**config.mk**
```make
export PLATFORM = sky130hd
export DESIGN_NAME = lcd_refresh_driver_flat
export DESIGN_NICKNAME = d
export VERILOG_FILES = /design/src/rtl/lcd_refresh_driver_pkg.sv /design/src/rtl/lcd_refresh_driver_if.sv /design/src/rtl/lcd_refresh_driver_write_cycle.sv /design/src/rtl/lcd_refresh_driver.sv /design/src/flat_wrapper.sv
export SDC_FILE = /design/constraint.sdc
export NUM_CORES = 1
export LEC_CHECK = 0
export ABC_AREA = 1
export ABC_CLOCK_PERIOD_IN_PS = 2700
export BUFFER_PORTS_ARGS = -buffer_cell sky130_fd_sc_hd__buf_2
export CORE_ASPECT_RATIO = 1.4
export CORE_MARGIN = 2
export CORE_UTILIZATION = 28
export DETAILED_ROUTE_END_ITERATION = 16
export GPL_ROUTABILITY_DRIVEN = 0
export SYNTH_ARGS = -nofsm -noshare
export SYNTH_HDL_FRONTEND = slang
export SYNTH_SLANG_ARGS = --single-unit
```
**constraint.sdc**
```tcl
create_clock -name CLOCK_50 -period 2.7 [get_ports CLOCK_50]
set_clock_uncertainty 0.15 [all_clocks]
set_input_delay 0.135 -clock CLOCK_50 [delete_from_list [all_inputs] [get_ports CLOCK_50]]
set_output_delay 0.135 -clock CLOCK_50 [all_outputs]
set_load 0.005 [all_outputs]
```
**src/rtl/lcd_refresh_driver_pkg.sv**
```systemverilog
// Shared definitions for the HD44780 16x2 refresh driver: command bytes,
// step counts, state types and the init-command lookup.
package lcd_pkg;

    // HD44780 command bytes used during init and at each line start
    localparam logic [7:0] LCD_FUNC_SET = 8'h38;
    localparam logic [7:0] LCD_DISP_ON  = 8'h0C;
    localparam logic [7:0] LCD_CLEAR    = 8'h01;
    localparam logic [7:0] LCD_ENTRY    = 8'h06;
    localparam logic [7:0] LCD_LINE1    = 8'h80;
    localparam logic [7:0] LCD_LINE2    = 8'hC0;

    // Number of init writes, and writes per refresh frame (2 cursor moves + 32 chars)
    localparam int INIT_STEPS  = 4;
    localparam int FRAME_STEPS = 34;

    // Top-level sequencer: wait for panel power-up, latch a write, run its bus timing
    typedef enum logic [1:0] {
        SEQ_PWRUP,
        SEQ_LOAD,
        SEQ_WRITE
    } lcd_seq_state_e;

    // Bus timing for one write: idle, RS/DATA setup, enable pulse, execution wait
    typedef enum logic [1:0] {
        WC_IDLE,
        WC_SETUP,
        WC_EN_HI,
        WC_WAIT
    } lcd_wc_state_e;

    // Command byte issued at each init step, in panel bring-up order
    function automatic logic [7:0] init_cmd(input logic [1:0] step);
        logic [7:0] cmd;
        case (step)
            2'd0:    cmd = LCD_FUNC_SET;
            2'd1:    cmd = LCD_DISP_ON;
            2'd2:    cmd = LCD_CLEAR;
            default: cmd = LCD_ENTRY;
        endcase
        return cmd;
    endfunction

endpackage

```
**src/rtl/lcd_refresh_driver_if.sv**
```systemverilog
// Signal bundle between the refresh driver and its surroundings: the
// character-source handshake, status flags and the LCD pad signals.
interface lcd_refresh_driver_if;

    logic [7:0] lcd_ascii;
    logic [4:0] lcd_index;
    logic       init_done;
    logic       frame_done;
    logic       LCD_ON;
    logic       LCD_BLON;
    logic       LCD_RW;
    logic       LCD_EN;
    logic       LCD_RS;
    logic [7:0] LCD_DATA;

    // The driver side: samples the character, drives position, flags and pads
    modport master (
        input  lcd_ascii,
        output lcd_index, init_done, frame_done,
        output LCD_ON, LCD_BLON, LCD_RW, LCD_EN, LCD_RS, LCD_DATA
    );

    // The environment side: supplies the character for the requested position
    modport slave (
        output lcd_ascii,
        input  lcd_index, init_done, frame_done,
        input  LCD_ON, LCD_BLON, LCD_RW, LCD_EN, LCD_RS, LCD_DATA
    );

endinterface

```
**src/rtl/lcd_refresh_driver_write_cycle.sv**
```systemverilog
// Bus timing for a single HD44780 write. A one-cycle start kicks off the
// setup delay, the enable pulse and the execution wait; done is high in the
// last wait cycle so the caller can load the next write with no idle gap.
module lcd_write_cycle
    import lcd_pkg::*;
#(
    parameter int SETUP_CYC = 2,
    parameter int EN_CYC    = 16,
    parameter int CMD_CYC   = 2000,
    parameter int CLR_CYC   = 82000
) (
    input  logic clk,
    input  logic rst,
    input  logic start_i,
    input  logic long_wait_i,
    output logic en_o,
    output logic done_o
);

    localparam int MAX_AB  = (SETUP_CYC > EN_CYC) ? SETUP_CYC : EN_CYC;
    localparam int MAX_CD  = (CMD_CYC > CLR_CYC) ? CMD_CYC : CLR_CYC;
    localparam int MAX_CYC = (MAX_AB > MAX_CD) ? MAX_AB : MAX_CD;
    localparam int CW      = $clog2(MAX_CYC + 1);

    localparam logic [CW-1:0] SETUP_LAST = CW'(SETUP_CYC - 1);
    localparam logic [CW-1:0] EN_LAST    = CW'(EN_CYC - 1);
    localparam logic [CW-1:0] CMD_LAST   = CW'(CMD_CYC - 1);
    localparam logic [CW-1:0] CLR_LAST   = CW'(CLR_CYC - 1);

    lcd_wc_state_e state_q, state_d;
    logic [CW-1:0] cnt_q, cnt_d;
    logic          en_q;
    logic [CW-1:0] wait_last;

    assign wait_last = long_wait_i ? CLR_LAST : CMD_LAST;
    assign en_o      = en_q;

    // State and phase counter; the enable is registered from the next state so
    // the pad sees a clean strobe that is high exactly while in EN_HI
    always_ff @(posedge clk or posedge rst) begin
        if (rst) begin
            state_q <= WC_IDLE;
            cnt_q   <= '0;
            en_q    <= 1'b0;
        end else begin
            state_q <= state_d;
            cnt_q   <= cnt_d;
            en_q    <= (state_d == WC_EN_HI);
        end
    end

    // Each phase counts up from zero and moves on at its parameter minus one
    always_comb begin
        state_d = state_q;
        cnt_d   = cnt_q + CW'(1);
        done_o  = 1'b0;
        case (state_q)
            WC_IDLE: begin
                cnt_d = '0;
                if (start_i) state_d = WC_SETUP;
            end
            WC_SETUP: begin
                if (cnt_q == SETUP_LAST) begin
                    state_d = WC_EN_HI;
                    cnt_d   = '0;
                end
            end
            WC_EN_HI: begin
                if (cnt_q == EN_LAST) begin
                    state_d = WC_WAIT;
                    cnt_d   = '0;
                end
            end
            WC_WAIT: begin
                if (cnt_q == wait_last) begin
                    done_o  = 1'b1;
                    state_d = WC_IDLE;
                    cnt_d   = '0;
                end
            end
            default: begin
                state_d = WC_IDLE;
                cnt_d   = '0;
            end
        endcase
    end

endmodule

```
**src/rtl/lcd_refresh_driver.sv**
```systemverilog
// Step sequencer for the DE2-115 16x2 character LCD. After a power-up delay
// it sends the four init commands once, then rewrites the whole screen
// forever: cursor to line 1, 16 characters, cursor to line 2, 16 characters.
module lcd_refresh_driver
    import lcd_pkg::*;
#(
    parameter int PWRUP_CYC = 750000,
    parameter int SETUP_CYC = 2,
    parameter int EN_CYC    = 16,
    parameter int CMD_CYC   = 2000,
    parameter int CLR_CYC   = 82000
) (
    input  logic                 CLOCK_50,
    input  logic                 RESET,
    lcd_refresh_driver_if.master bus
);

    localparam int PW = $clog2(PWRUP_CYC + 1);
    localparam logic [PW-1:0] PWRUP_LAST = PW'(PWRUP_CYC - 1);
    localparam logic [5:0]    LAST_INIT  = 6'(INIT_STEPS - 1);
    localparam logic [5:0]    LINE2_STEP = 6'(FRAME_STEPS / 2);
    localparam logic [5:0]    LAST_FRAME = 6'(FRAME_STEPS - 1);

    lcd_seq_state_e state_q, state_d;
    logic [PW-1:0]  pwr_cnt_q, pwr_cnt_d;
    logic [5:0]     step_q;
    logic [4:0]     index_q;
    logic           init_done_q;
    logic           frame_done_q;
    logic           rs_q;
    logic [7:0]     data_q;
    logic           long_q;

    logic           wc_start;
    logic           wc_done;
    logic           wc_en;
    logic           advance;
    logic           load_rs;
    logic [7:0]     load_data;

    lcd_write_cycle #(
        .SETUP_CYC (SETUP_CYC),
        .EN_CYC    (EN_CYC),
        .CMD_CYC   (CMD_CYC),
        .CLR_CYC   (CLR_CYC)
    ) u_write_cycle (
        .clk         (CLOCK_50),
        .rst         (RESET),
        .start_i     (wc_start),
        .long_wait_i (long_q),
        .en_o        (wc_en),
        .done_o      (wc_done)
    );

    assign advance = (state_q == SEQ_WRITE) && wc_done;

    assign bus.lcd_index  = index_q;
    assign bus.init_done  = init_done_q;
    assign bus.frame_done = frame_done_q;
    assign bus.LCD_ON     = 1'b1;
    assign bus.LCD_BLON   = 1'b1;
    assign bus.LCD_RW     = 1'b0;
    assign bus.LCD_EN     = wc_en;
    assign bus.LCD_RS     = rs_q;
    assign bus.LCD_DATA   = data_q;

    // Sequencer state and power-up counter
    always_ff @(posedge CLOCK_50 or posedge RESET) begin
        if (RESET) begin
            state_q   <= SEQ_PWRUP;
            pwr_cnt_q <= '0;
        end else begin
            state_q   <= state_d;
            pwr_cnt_q <= pwr_cnt_d;
        end
    end

    // Power-up wait, then alternate one LOAD cycle with one timed bus write
    always_comb begin
        state_d   = state_q;
        pwr_cnt_d = pwr_cnt_q;
        wc_start  = 1'b0;
        case (state_q)
            SEQ_PWRUP: begin
                if (pwr_cnt_q == PWRUP_LAST) state_d = SEQ_LOAD;
                else                         pwr_cnt_d = pwr_cnt_q + PW'(1);
            end
            SEQ_LOAD: begin
                wc_start = 1'b1;
                state_d  = SEQ_WRITE;
            end
            SEQ_WRITE: begin
                if (wc_done) state_d = SEQ_LOAD;
            end
            default: state_d = SEQ_PWRUP;
        endcase
    end

    // What the current step puts on the bus: an init command, a cursor move,
    // or the character the source returns for the current position
    always_comb begin
        load_rs   = 1'b0;
        load_data = 8'h00;
        if (!init_done_q) begin
            load_data = init_cmd(step_q[1:0]);
        end else if (step_q == 6'd0) begin
            load_data = LCD_LINE1;
        end else if (step_q == LINE2_STEP) begin
            load_data = LCD_LINE2;
        end else begin
            load_rs   = 1'b1;
            load_data = bus.lcd_ascii;
        end
    end

    // RS/DATA are captured once in LOAD and held through the whole write, so
    // the source may change freely while the panel is being strobed
    always_ff @(posedge CLOCK_50 or posedge RESET) begin
        if (RESET) begin
            rs_q   <= 1'b0;
            data_q <= 8'h00;
            long_q <= 1'b0;
        end else if (state_q == SEQ_LOAD) begin
            rs_q   <= load_rs;
            data_q <= load_data;
            long_q <= !load_rs && (load_data == LCD_CLEAR);
        end
    end

    // Step, screen position and flags move on the edge that ends a write;
    // the position only steps after a character, so command steps already
    // present the position of the character that follows them
    always_ff @(posedge CLOCK_50 or posedge RESET) begin
        if (RESET) begin
            step_q       <= '0;
            index_q      <= '0;
            init_done_q  <= 1'b0;
            frame_done_q <= 1'b0;
        end else begin
            frame_done_q <= advance && init_done_q && (step_q == LAST_FRAME);
            if (advance) begin
                if (!init_done_q) begin
                    if (step_q == LAST_INIT) begin
                        init_done_q <= 1'b1;
                        step_q      <= '0;
                    end else begin
                        step_q <= step_q + 6'd1;
                    end
                end else begin
                    if (step_q == LAST_FRAME) step_q <= '0;
                    else                      step_q <= step_q + 6'd1;
                    if (rs_q) index_q <= index_q + 5'd1;
                end
            end
        end
    end

endmodule

```
**src/flat_wrapper.sv**
```systemverilog
// flat-port wrapper written by rule: the top's interface ports become plain ports
module lcd_refresh_driver_flat import lcd_pkg::*;
#(
    parameter int PWRUP_CYC = 750000,
    parameter int SETUP_CYC = 2,
    parameter int EN_CYC    = 16,
    parameter int CMD_CYC   = 2000,
    parameter int CLR_CYC   = 82000
)
  (CLOCK_50, RESET, bus_lcd_ascii, bus_lcd_index, bus_init_done, bus_frame_done, bus_LCD_ON, bus_LCD_BLON, bus_LCD_RW, bus_LCD_EN, bus_LCD_RS, bus_LCD_DATA);
  lcd_refresh_driver_if bus_i ();
  input  logic CLOCK_50;
  input  logic RESET;
  input wire logic [$bits(bus_i.lcd_ascii)-1:0] bus_lcd_ascii;
  output wire logic [$bits(bus_i.lcd_index)-1:0] bus_lcd_index;
  output wire logic [$bits(bus_i.init_done)-1:0] bus_init_done;
  output wire logic [$bits(bus_i.frame_done)-1:0] bus_frame_done;
  output wire logic [$bits(bus_i.LCD_ON)-1:0] bus_LCD_ON;
  output wire logic [$bits(bus_i.LCD_BLON)-1:0] bus_LCD_BLON;
  output wire logic [$bits(bus_i.LCD_RW)-1:0] bus_LCD_RW;
  output wire logic [$bits(bus_i.LCD_EN)-1:0] bus_LCD_EN;
  output wire logic [$bits(bus_i.LCD_RS)-1:0] bus_LCD_RS;
  output wire logic [$bits(bus_i.LCD_DATA)-1:0] bus_LCD_DATA;
  assign bus_i.lcd_ascii = bus_lcd_ascii;
  assign bus_lcd_index = bus_i.lcd_index;
  assign bus_init_done = bus_i.init_done;
  assign bus_frame_done = bus_i.frame_done;
  assign bus_LCD_ON = bus_i.LCD_ON;
  assign bus_LCD_BLON = bus_i.LCD_BLON;
  assign bus_LCD_RW = bus_i.LCD_RW;
  assign bus_LCD_EN = bus_i.LCD_EN;
  assign bus_LCD_RS = bus_i.LCD_RS;
  assign bus_LCD_DATA = bus_i.LCD_DATA;
  lcd_refresh_driver #(.PWRUP_CYC(PWRUP_CYC), .SETUP_CYC(SETUP_CYC), .EN_CYC(EN_CYC), .CMD_CYC(CMD_CYC), .CLR_CYC(CLR_CYC)) u_core (.CLOCK_50(CLOCK_50), .RESET(RESET), .bus(bus_i));
endmodule
```
# Yosys cells after proc, flatten, opt, wreduce, memory -nomap -nowiden
# Cells that the tools add are included.
[op_classes]
n_addsub = 4
mul = 0
n_div = 0
magnitude_cmp = 0
n_eq_ne = 18
n_shift = 0
n_mux = 28
n_bitwise = 1
n_reduce_logical = 12
[ops]
columns = ["op", "count"]
rows = [
  ["17-bit 2-to-1 mux", 4],
  ["17-bit case mux with 4 select lines", 1],
  ["8-bit 2-to-1 mux", 3],
  ["20-bit by 1-bit adder with 20-bit output (second input constant)", 1],
  ["20-bit equality test (second input constant)", 1],
  ["6-bit 2-to-1 mux", 3],
  ["6-bit case mux with 3 select lines", 1],
  ["17-bit by 1-bit adder with 17-bit output (second input constant)", 1],
  ["17-bit by 1-bit equality test with 1-bit output (second input constant)", 1],
  ["17-bit equality test", 1],
  ["17-bit by 4-bit equality test with 1-bit output (second input constant)", 1],
  ["2-bit 2-to-1 mux", 6],
  ["2-bit equality test (second input constant)", 5],
  ["8-bit by 1-bit equality test with 1-bit output (second input constant)", 1],
  ["1-bit 2-to-1 mux", 8],
  ["2-bit case mux with 4 select lines", 1],
  ["6-bit by 1-bit adder with 6-bit output (second input constant)", 1],
  ["2-bit by 1-bit equality test with 1-bit output (second input constant)", 3],
  ["6-bit by 2-bit equality test with 1-bit output (second input constant)", 1],
  ["6-bit by 5-bit equality test with 1-bit output (second input constant)", 1],
  ["6-bit equality test (second input constant)", 1],
  ["2-bit logical NOT", 3],
  ["6-bit logical NOT", 1],
  ["2-bit case mux with 3 select lines", 1],
  ["other kinds (7)", 12],
]
[totals]
register_bits = 65
latchBits = 0
mem_bits_rw = 0
rom_bits = 0
input_bits = 10
output_inout_bits = 20
word_cells = 75
memories = 0

# Longest topological paths before layout
# Gate-level depths: netlist (run 1).
[depth]
word_depth = 7
ltp_mapped = 12
ltp_nobuf = 12

# Cells and area by module
# From an unflattened synthesis (run 1), not the netlist that was laid out.
[unflattened]
hier_cells = 497
area_unflattened_um2 = 3817.4
[by_module_without_submodules]
columns = ["module", "instances", "cells_per_inst", "area_per_inst_um2", "seq_area_each_um2"]
rows = [
  ["lcd_refresh_driver", 1, 330, 2546.2, 1126.1],
  ["lcd_write_cycle", 1, 167, 1271.2, 500.5],
]

# Least setup slack after synthesis (run 1)
# OpenSTA, ideal clock, no wires.
[synth_timing]
path_type = "reg2reg"
start = "register u_core.u_write_cycle.cnt_q[0]"
end = "register u_core.index_q[3] (netlist: u_core.bus.lcd_index[3])"
setup_time_ps = 113
t_arrival_ps = 1553
required_time_ps = 2437
slack_ps = 884
path_stages_with_launch = 13
synth_period_minus_slack_ps = 1816
cell_sequence = "dfrtp_1 > ha_1 > nand2_2 > nor2_4 > nand2_2 > nor2_2 > nand3_2 > nor2_4 > nand2_4 > nor2_8 > nand3_1 > nand2_1 > inv_1"
[synth_via]
elab_chain_cells = 5
[synth_rtl]
columns = ["item", "line_no", "text"]
rows = [
  ["from (decl)", "lcd_refresh_driver_write_cycle.sv:31", "logic [CW-1:0] cnt_q, cnt_d;"],
  ["from (signal assigned)", "lcd_refresh_driver_write_cycle.sv:47", "cnt_q <= cnt_d;"],
  ["17-bit equality test", "lcd_refresh_driver_write_cycle.sv:75", "if (cnt_q == wait_last) begin"],
  ["1-bit 2-to-1 mux", "lcd_refresh_driver_write_cycle.sv:75", ""],
  ["1-bit 2-to-1 mux", "lcd_refresh_driver_write_cycle.sv:57", "case (state_q)"],
  ["1-bit logical AND", "lcd_refresh_driver.sv:55", "assign advance = (state_q == SEQ_WRITE) && wc_done;"],
  ["3-bit AND reduction (no line)", "-", ""],
  ["to (signal assigned)", "lcd_refresh_driver.sv:152", "if (rs_q) index_q <= index_q + 5'd1;"],
  ["to (decl)", "lcd_refresh_driver.sv:27", "logic [4:0] index_q;"],
]
# No other way between the ends.
# A chain may end at the register's enable or synchronous reset.

# Worst setup path after layout (run 1)
[layout_timing]
start = "register u_core.pwr_cnt_q[0]"
end = "register u_core.pwr_cnt_q[7]"
[layout_via]
elab_chain_cells = 3
word_cells_on_any_way = 4
cone_classes = "add/sub (1); eq/ne (1); bitwise (1); reduce/logical (1)"
[layout_rtl]
columns = ["item", "line_no", "text"]
rows = [
  ["from (decl)", "lcd_refresh_driver.sv:25", "logic [PW-1:0] pwr_cnt_q, pwr_cnt_d;"],
  ["from (signal assigned)", "lcd_refresh_driver.sv:74", "pwr_cnt_q <= pwr_cnt_d;"],
  ["parallel branches: the longest is 3 deep, another holds 20-bit by 1-bit adder with 20-bit output", "-", ""],
]
# Several ways; the timed one is not identified.

==> flow_summary.ini, run 1 <==
[pwr]
p_int_mw = 1.805
pwr-share-clk_pct = 55.6
combPwrFrac_pct = 1.7
p_seq_share_pct = 42.7
cellLeakagePower_nw = 2.340
p_sw_uw = 475.8
power.density_mw_per_mm2 = 495.9
ir_drop_v = 0.0002368
finalPower_mw = 2.281
swShare_pct = 20.86

[sta]
tightest_slew_ns = 0.7096
grt_setup_unrepaired = false
hold_ws_ns = 0.03804
tns_ns = 0
period_needed_ns = 2.103
maxClockFrequency_mhz = 475.5
finalHoldViolCount = 0
setup_viol = 0
fin_crit_sh_pct = 77.89
maxSlewHeadroom_pct = 52.62
drv_slew = 0

[placement]
port_buffers = 26
dp_cells = 719
dpl-instance-area_sq_mm = 0.004193
hpwlAfterDp_um = 6782

[yosys]
ys_seq_area_share_pct = 42.17
syn_area_per_cell_sq_um = 7.447
syn_area_sq_mm = 0.003857
synth_mux_area_share_pct = 0
synth-xor-area-share_pct = 6.130
synth_cells = 518
synth_fa_ha_area_share_pct = 2.919
ys_ff_latch = 65
synth-simple-area-share_pct = 32.60
synth-compound-area-share_pct = 6.584
synth_top_family_by_area = simple AND/OR/NAND/NOR gates
ys_warn_count = 0
synth_cell_types = 32

[final_layout]
final_layout_size_suffix_gt1_share_pct = 11.23
area_delta_synth_final_pct = 19.23
seq_area_sq_mm = 0.001627
final_common_cell = nand2_1
final_cell_mix = nand2_1 (138), inv_1 (79), dfrtp_1 (65), nor2_1 (44), nand3_1 (35)
final_cells = 743
fin_area_sq_mm = 0.004599
num_antenna_cells = 0
fill_cells = 1392
multi_input_area_sq_mm = 0.001872
nets = 575

[run]
cap_viol_max_count = 0

[floorplan]
die_w_um = 103.2
rows = 50
io_pins = 30
initial_utilization_pct = 28.68
core_area_sq_mm = 0.01345
die_area_sq_mm = 0.01474
chipHeight_um = 142.9

[worst_setup_path]
path_class = reg -> reg
cp_max_fo = 14
cp_num_buf_inv = 1
end_kind = flop
slowest_delay_ns = 0.40
critPathTopFamily = simple AND/OR/NAND/NOR gates
crit_chain = ha_1 > nand3_1 > nor2_1 > nand3_1 > nand2_1 > inv_1 > nand2_1 > o21ai_0 > nand2_1
cp.required_ns = 2.77
cpMostUsedCell = nand2_1
cp.arrival_ns = 2.17
crit_path_top_delay_cell = dfrtp_1
start_kind = flop

[clock_tree]
post-cts-setup-buffer-count = 0
cts_buffers = 9
htree_num_levels = 3
cts_tree = yes
ctsResizeCount = 0
ctsHoldBuffers = 8
clkTransAtPathRegs_ns = 0.06
clkSinkCount = 65
root_buffer = clkbuf_16
clock_path_buffers = 2
clock_latency_ns = 0.33

[detailed_routing]
ant_nets = 0
drt_iter0_drc = 162
vias = 3441
finalWirelength_um = 9033
viasPerCell = 4.631
post-route-drc-count = 0
wire_per_inst_um = 12.16
dr.pass1.iters = 5

[min_path]
hold_path_class = in -> reg

[global_route]
grt_first_pass_wirelength_um = 15590
grt_start_max_net_pins = 37
grtUsageTotal_pct = 13.32
antenna_found_initial = 0
grt-ovfl-total = 0
grt_pass1_vias = 3339

[status]
outcome = finished clean
## path summary, 6_finish.rpt
path | from | endpoint | slack (ns) | cells past startpoint
min | bus_lcd_ascii[0] | u_core.bus.LCD_DATA[0] | 0.04 | 5
max in group asynchronous | RESET | u_core.pwr_cnt_q[17] | 1.46 | 4
min in group asynchronous | RESET | u_core.u_write_cycle.cnt_q[7] | 0.31 | 3
max | u_core.pwr_cnt_q[0] | u_core.pwr_cnt_q[7] | 0.60 | 9
min reg2reg | u_core.bus.LCD_DATA[0] | u_core.bus.LCD_DATA[0] | 0.33 | 2
max reg2reg | u_core.pwr_cnt_q[0] | u_core.pwr_cnt_q[7] | 0.60 | 9
## flip-flops by register name, summed over array words and instances (netlist names)
name                          flops
u_core.bus.lcd_index              5
u_core.bus.LCD_DATA               8
u_core.bus.LCD_RS                 1
u_core.long_q                     1
u_core.bus.frame_done             1
u_core.state_q                    2
u_core.bus.init_done              1
u_core.step_q                     6
u_core.u_write_cycle.cnt_q       17
u_core.u_write_cycle.state_q      2
u_core.pwr_cnt_q                 20
u_core.u_write_cycle.en_o         1
## logic make-up (layout without fill, tap and decap cells)
logic type	Yosys count	count (layout)
xor gates and xnor gates	27	27
AOI/OAI and AO/OA	49	49
DFF	65	65
buffers and inverters	92	134
and+or+nand+nor	274	274
adders and majority gates	9	9
other	2	3
## per-stage QoR
step	util [%]	worst slack, ns
2_1_floorplan	-	0.7885
3_3_place_gp	31.17	0.6337
3_5_place_dp	31.17	0.5793
4_1_cts	34.20	0.5857
5_1_grt	34.20	0.3950
6_report	34.20	0.5969
## per-layer routing
layer  global-route usage [%]  up-vias  wire, um
met3                    3.524       26       379
met4                    5.332        0       210
met1                    15.61     1612      3805
met2                    22.76       92      4637
met5                        0        -         0
li1                         -     1711         -
## Yosys cell counts, drive strengths merged
library cell  instances  area [sq um]
a31oi                 3         18.77
a21oi                10         50.05
inv                  80         300.3
xnor2                 5         43.79
nor3                 15         90.09
nand3b                5         37.54
nand2               141         541.8
a22oi                 1         7.510
nand4                17         106.4
xor2                 22         192.7
nand3                38         205.2
or2                   1         6.260
clkbuf                3         11.26
buf                   7         42.54
nor4                  6         37.54
dfrtp                65          1627
o31ai                 1         7.510
ha                    9         112.6
clkinv                2         8.750
nor2                 51         232.7
o21ai                34         170.2
conb                  2         7.510
## area by class of cell
class / count / share of cell area [%]
Clock buffer: 9 / 4.897
Multi-Input combinational cell: 362 / 40.70
Clock inverter: 7 / 2.203
Timing Repair Buffer: 36 / 5.169
Inverter: 82 / 6.719
Tap cell: 182 / 4.951
Sequential cell: 65 / 35.36
## power by group through the flow
stage	Combinational [mW]	Sequential (mW)	Clock [mW]
floorplan	0.0185	0.992	0
global placement	0.0323	0.992	0
detailed placement	0.0326	0.992	0
CTS	0.0417	0.974	1.30
global route	0.0459	0.973	1.35
finish	0.0391	0.974	1.27
## worst min-delay path: cells and delay by family
| kind | cells | cell delay [ns] |
|---|---|---|
| and+or+nand+nor | 2 | 0.14 |
| AOI/OAI and AO/OA | 1 | 0.10 |
| buffers and inverters | 2 | 0.10 |
No activity file was read; power rests on OpenSTA's default activity.
==> inputs of run 2 (changes only) <==
Settings changed: ABC_CLOCK_PERIOD_IN_PS 2700 to 2009.
Clock period 2.7 ns to 2.01 ns, I/O delays scaled along.
==> run 2 against run 1 <==
Via count shrank 0.15%. Cell count is 3.2% higher. Combinational power is 39% higher. Utilization rose by 1.8 points. Power is 24% higher. Highest routed layer unchanged.
==> flow_summary.ini, run 2 (synthesized netlist as in run 1, its figures left out) <==
[floorplan]
die_w_um = 103.2
initial_utilization_pct = 28.68
core_area_sq_mm = 0.01345
io_pins = 30
rows = 50
chipHeight_um = 142.9
die_area_sq_mm = 0.01474

[clock_tree]
clock_latency_ns = 0.34
clkSinkCount = 65
htree_num_levels = 3
root_buffer = clkbuf_16
clock_path_buffers = 2
cts_tree = yes
cts_buffers = 9
clkTransAtPathRegs_ns = 0.05

[worst_setup_path]
cpMostUsedCell = inv_1
slowest_delay_ns = 0.47
crit_chain = inv_1 > nand3_1 > o21ai_1 > nand3_4 > nor2_4 > nand2_4 > nor2_8 > nand3_2 > nand2_1 > inv_1
end_kind = flop
start_kind = flop
cp.arrival_ns = 2.01
path_class = reg -> reg
crit_path_top_delay_cell = dfrtp_1
cp.required_ns = 2.09
cp_max_fo = 7

[placement]
dpl-instance-area_sq_mm = 0.004320
port_buffers = 26
hpwlAfterDp_um = 7078

[pwr]
power.density_mw_per_mm2 = 586.4
cellLeakagePower_nw = 2.478
ir_drop_v = 0.0002810

[final_layout]
regMostFlops = u_core.pwr_cnt_q
multi_input_area_sq_mm = 0.001968
final_common_cell = nand2_1
nets = 599
seq_area_sq_mm = 0.001629
largest_register_ffs = 20
fill_cells = 1396
fin_area_sq_mm = 0.004837
final_cell_mix = nand2_1 (135), inv_1 (78), dfrtp_1 (63), nor2_1 (41), nand3_1 (31)
area_delta_synth_final_pct = 25.40
utilization_pct = 35.96
num_antenna_cells = 0
final_layout_size_suffix_gt1_share_pct = 17.26

[detailed_routing]
wire_per_inst_um = 12.62
dr.pass1.iters = 4
drt_iter0_drc = 132
ant_nets = 0
viasPerCell = 4.480
finalWirelength_um = 9676
post-route-drc-count = 0
vias = 3436

[sta]
hold_ws_ns = 0.2186
setup_viol = 0
fin_crit_sh_pct = 96.13
grt_setup_unrepaired = true
drv_slew = 0
period_needed_ns = 1.932
maxClockFrequency_mhz = 517.5
finalHoldViolCount = 0

[run]
cap_viol_max_count = 0

[global_route]
grt_start_max_net_pins = 66
antenna_found_initial = 0
grt_first_pass_wirelength_um = 15730
grtUsageTotal_pct = 13.53
grt_pass1_vias = 3408
grt-ovfl-total = 0

[status]
outcome = finished clean

[min_path]
hold_path_class = in -> async
run 2: cell type report:
class,count,share of cell area (%)
multi-input combinational,362,40.69
sequential,65,33.68
timing repair buffer,60,8.691
inverter,82,6.389
clock buffer,10,4.941
tap,182,4.708
clock inverter,6,0.9053
run 2: path summary, 6_finish.rpt:
check	startpoint	to	slack (ns)	depth (start not counted)
worst max-delay path	u_core.u_write_cycle.cnt_q[7]	u_core.bus.lcd_index[3]	0.08	10
worst min-delay path	RESET	u_core.u_write_cycle.cnt_q[6]	0.22	4
worst max register to register	u_core.u_write_cycle.cnt_q[7]	u_core.bus.lcd_index[3]	0.08	10
worst min register to register	u_core.bus.LCD_DATA[5]	u_core.bus.LCD_DATA[5]	0.33	2
max in group asynchronous	RESET	u_core.step_q[0]	1.16	4
min in group CLOCK_50	u_core.bus.LCD_DATA[5]	u_core.bus.LCD_DATA[5]	0.33	2
run 2: worst max-delay path: cells and delay by family, from the launching register on:
| family | cells | cell delay (ns) |
|---|---|---|
| flip-flops | 1 | 0.47 |
| buffers and inverters | 2 | 0.20 |
| AND/OR/NAND/NOR | 7 | 0.77 |
| AO/OA/AOI/OAI | 1 | 0.23 |
run 2: per-stage QoR:
| stage | power (mW) | TNS, ns | setup slack (ns) | cells |
|---|---|---|---|---|
| final | 2.837 | 0 | 0.07780 | 767 |
| after global routing | 2.937 | -0.4239 | -0.06960 | 767 |
| after CTS | 2.870 | 0 | 0.007820 | 761 |
| after detailed placement | 1.376 | -0.003503 | -0.003000 | 736 |
| after global placement | 1.376 | 0 | 0.05483 | 736 |
| after floorplan | 1.357 | 0 | 0.1330 | 519 |
run 2: metal layers:
| layer | vias up | share of wire (%) | track usage (%) |
|---|---|---|---|
| met5 | - | 0 | 0 |
| met4 | 0 | 1.6 | 4.917 |
| met3 | 13 | 3.9 | 3.426 |
| met2 | 66 | 52 | 23.99 |
| met1 | 1595 | 42 | 15.42 |
| li1 | 1762 | - | - |
run 2: power by group:
part / internal [mW] / switching (mW)
clock network: 0.867 / 0.606
registers: 1.31 / 0
logic: 0.0219 / 0.0326
run 2: timing repair:
action	in CTS	in global routing
setup buffers	0	6
hold buffers	9	0
setup endpoints to repair	2	35
hold endpoints to repair	74	0
resized for setup	1	24
pin swaps	0	6
==> inputs of run 3 (changes only) <==
==> constraint.sdc (replaced) <==
create_clock -name CLOCK_50 -period 2.01 [get_ports CLOCK_50]
set_clock_uncertainty 0.15 [all_clocks]
set_input_delay 0.402 -clock CLOCK_50 [delete_from_list [all_inputs] [get_ports CLOCK_50]]
set_output_delay 0.402 -clock CLOCK_50 [all_outputs]
set_load 0.005 [all_outputs]
==> run 3 against run 2 <==
The flow now finishes with violations (negative hold slack). Sequential power is essentially flat. Critical path depth is the same. Sequential cell count is the same. Design area shrank 2.2%. Setup slack lost 0.014 ns. Utilization shrank 0.78 points. Sequential share of layout area grew 0.75 points. Critical endpoint is now u_core.u_write_cycle.cnt_q[14].
==> flow_summary.ini, run 3 (synthesized netlist as in run 1, its figures left out) <==
[detailed_routing]
vias = 3459
viasPerCell = 4.612
drt_iter0_drc = 186
wire_per_inst_um = 12.43
post-route-drc-count = 0
finalWirelength_um = 9324
dr.pass1.iters = 7
ant_nets = 0

[final_layout]
area_delta_synth_final_pct = 22.67
final_cell_mix = nand2_1 (135), inv_1 (77), dfrtp_1 (63), nor2_1 (42)
final_common_cell = nand2_1
largest_register_ffs = 20
fill_cells = 1407
final_cells = 750
final_layout_size_suffix_gt1_share_pct = 16.90
fin_area_sq_mm = 0.004732
regMostFlops = u_core.pwr_cnt_q
num_antenna_cells = 0
nets = 584

[floorplan]
die_area_sq_mm = 0.01474
core_area_sq_mm = 0.01345
rows = 50
chipHeight_um = 142.9
die_w_um = 103.2
initial_utilization_pct = 28.68
io_pins = 30

[clock_tree]
htree_num_levels = 3
ctsHoldBuffers = 0
root_buffer = clkbuf_16
cts_buffers = 9
clkSinkCount = 65
clock_path_buffers = 2
clock_latency_ns = 0.33
clkTransAtPathRegs_ns = 0.05
cts_tree = yes

[worst_setup_path]
cpMostUsedCell = nor2_2
cp_max_fo = 4
cp.arrival_ns = 2.07
slowest_delay_ns = 0.40
critPathTopFamily = simple AND/OR/NAND/NOR gates
crit_path_top_delay_cell = dfrtp_1
start_kind = flop
cp.required_ns = 2.13
cp_num_buf_inv = 1
crit_chain = ha_4 > nand2_4 > nor2_4 > nand4_1 > nor2_2 > nand3_2 > nor2_2 > xor2_1 > nand2_1 > inv_1
end_kind = flop
path_class = reg -> reg

[global_route]
grt_first_pass_wirelength_um = 15530
grt-ovfl-total = 0
antenna_found_initial = 0
grt_start_max_net_pins = 25
grt_pass1_vias = 3359
grtUsageTotal_pct = 13.43

[sta]
fin_crit_sh_pct = 96.80
grt_setup_unrepaired = true
maxSlewHeadroom_pct = 59.40
tightest_slew_ns = 0.6077
hold_ws_ns = -0.009234
setup_viol = 0
maxClockFrequency_mhz = 513.9
tns_ns = 0
drv_slew = 0
finalHoldViolCount = 9
period_needed_ns = 1.946

[placement]
port_buffers = 26
hpwlAfterDp_um = 7082
dp_cells = 733
dpl-instance-area_sq_mm = 0.004314

[pwr]
finalPower_mw = 2.802
power.density_mw_per_mm2 = 592.1
cellLeakagePower_nw = 2.424
ir_drop_v = 0.0003151

[status]
outcome = finished with violations
violations = negative hold slack

[run]
cap_viol_max_count = 0

[min_path]
hold_path_class = in -> async
[run 3: changes by cell type in the layout (fill, tap and decap cells not counted), moves of 2 or more]
cell	previous run	this run
a21oi_1	10	8
nor2_2	5	3
dlygate4sd3_1	9	0
clkinvlp_4	4	2
buf_4	24	16
o21ai_1	4	2
buf_12	1	3
a21oi_2	0	2
[run 3: area by class of cell]
class / count / area (sq um) / area share [%]
clock buffer: 11 / 252.7 / 5.341
sequential: 65 / 1629 / 34.43
inverter: 82 / 312.8 / 6.610
multi-input combinational: 362 / 1982 / 41.88
timing repair buffer: 45 / 310.3 / 6.557
tap: 182 / 227.7 / 4.812
clock inverter: 3 / 17.52 / 0.3702
[run 3: worst reg2reg max path: stages, from the launching register on]
cell     delay, ns
dfrtp_1       0.40
ha_4          0.18
nand2_4       0.05
nor2_4        0.14
nand4_1       0.20
nor2_2        0.24
nand3_2       0.13
nor2_2        0.11
xor2_1        0.15
nand2_1       0.07
inv_1         0.06
[run 3: report_power, final]
part	switching [mW]	leakage (nW)	internal [mW]
clock	0.564	0.133	0.883
sequential	0	0.844	1.31
combinational	0.0316	1.45	0.0143
[run 3: path summary, 6_finish.rpt]
kind,slack [ns],endpoint,cells past startpoint,startpoint
max,0.06,u_core.u_write_cycle.cnt_q[14],10,u_core.u_write_cycle.cnt_q[1]
min,-0.009,u_core.u_write_cycle.cnt_q[7],2,RESET
max reg2reg,0.06,u_core.u_write_cycle.cnt_q[14],10,u_core.u_write_cycle.cnt_q[1]
min reg2reg,0.33,u_core.bus.LCD_DATA[5],2,u_core.bus.LCD_DATA[5]
max in group asynchronous,1.20,u_core.step_q[0],3,RESET
min in group CLOCK_50,0.20,u_core.bus.LCD_DATA[3],3,bus_lcd_ascii[3]
[run 3: what timing repair did]
item / in CTS / in global routing
pin swaps: 0 / 6
gates resized for setup: 3 / 25
setup buffers: 0 / 3
endpoints found under the setup margin: 14 / 30
[run 3: routing by layer]
| metal | track usage [%] | vias to the layer above | wire (um) |
|---|---|---|---|
| met1 | 15.16 | 1629 | 3826 |
| met3 | 2.643 | 19 | 352 |
| li1 | - | 1734 | - |
| met2 | 23.65 | 77 | 4885 |
| met5 | 0 | - | 0 |
| met4 | 6.579 | 0 | 260 |
[run 3: per-stage QoR]
step	util, %	worst slack [ns]
after floorplan	-	0.1941
after global placement	32.07	0.03407
after detailed placement	32.07	-0.03215
after CTS	34.18	0.01559
after global routing	35.18	-0.02935
final	35.18	0.06428
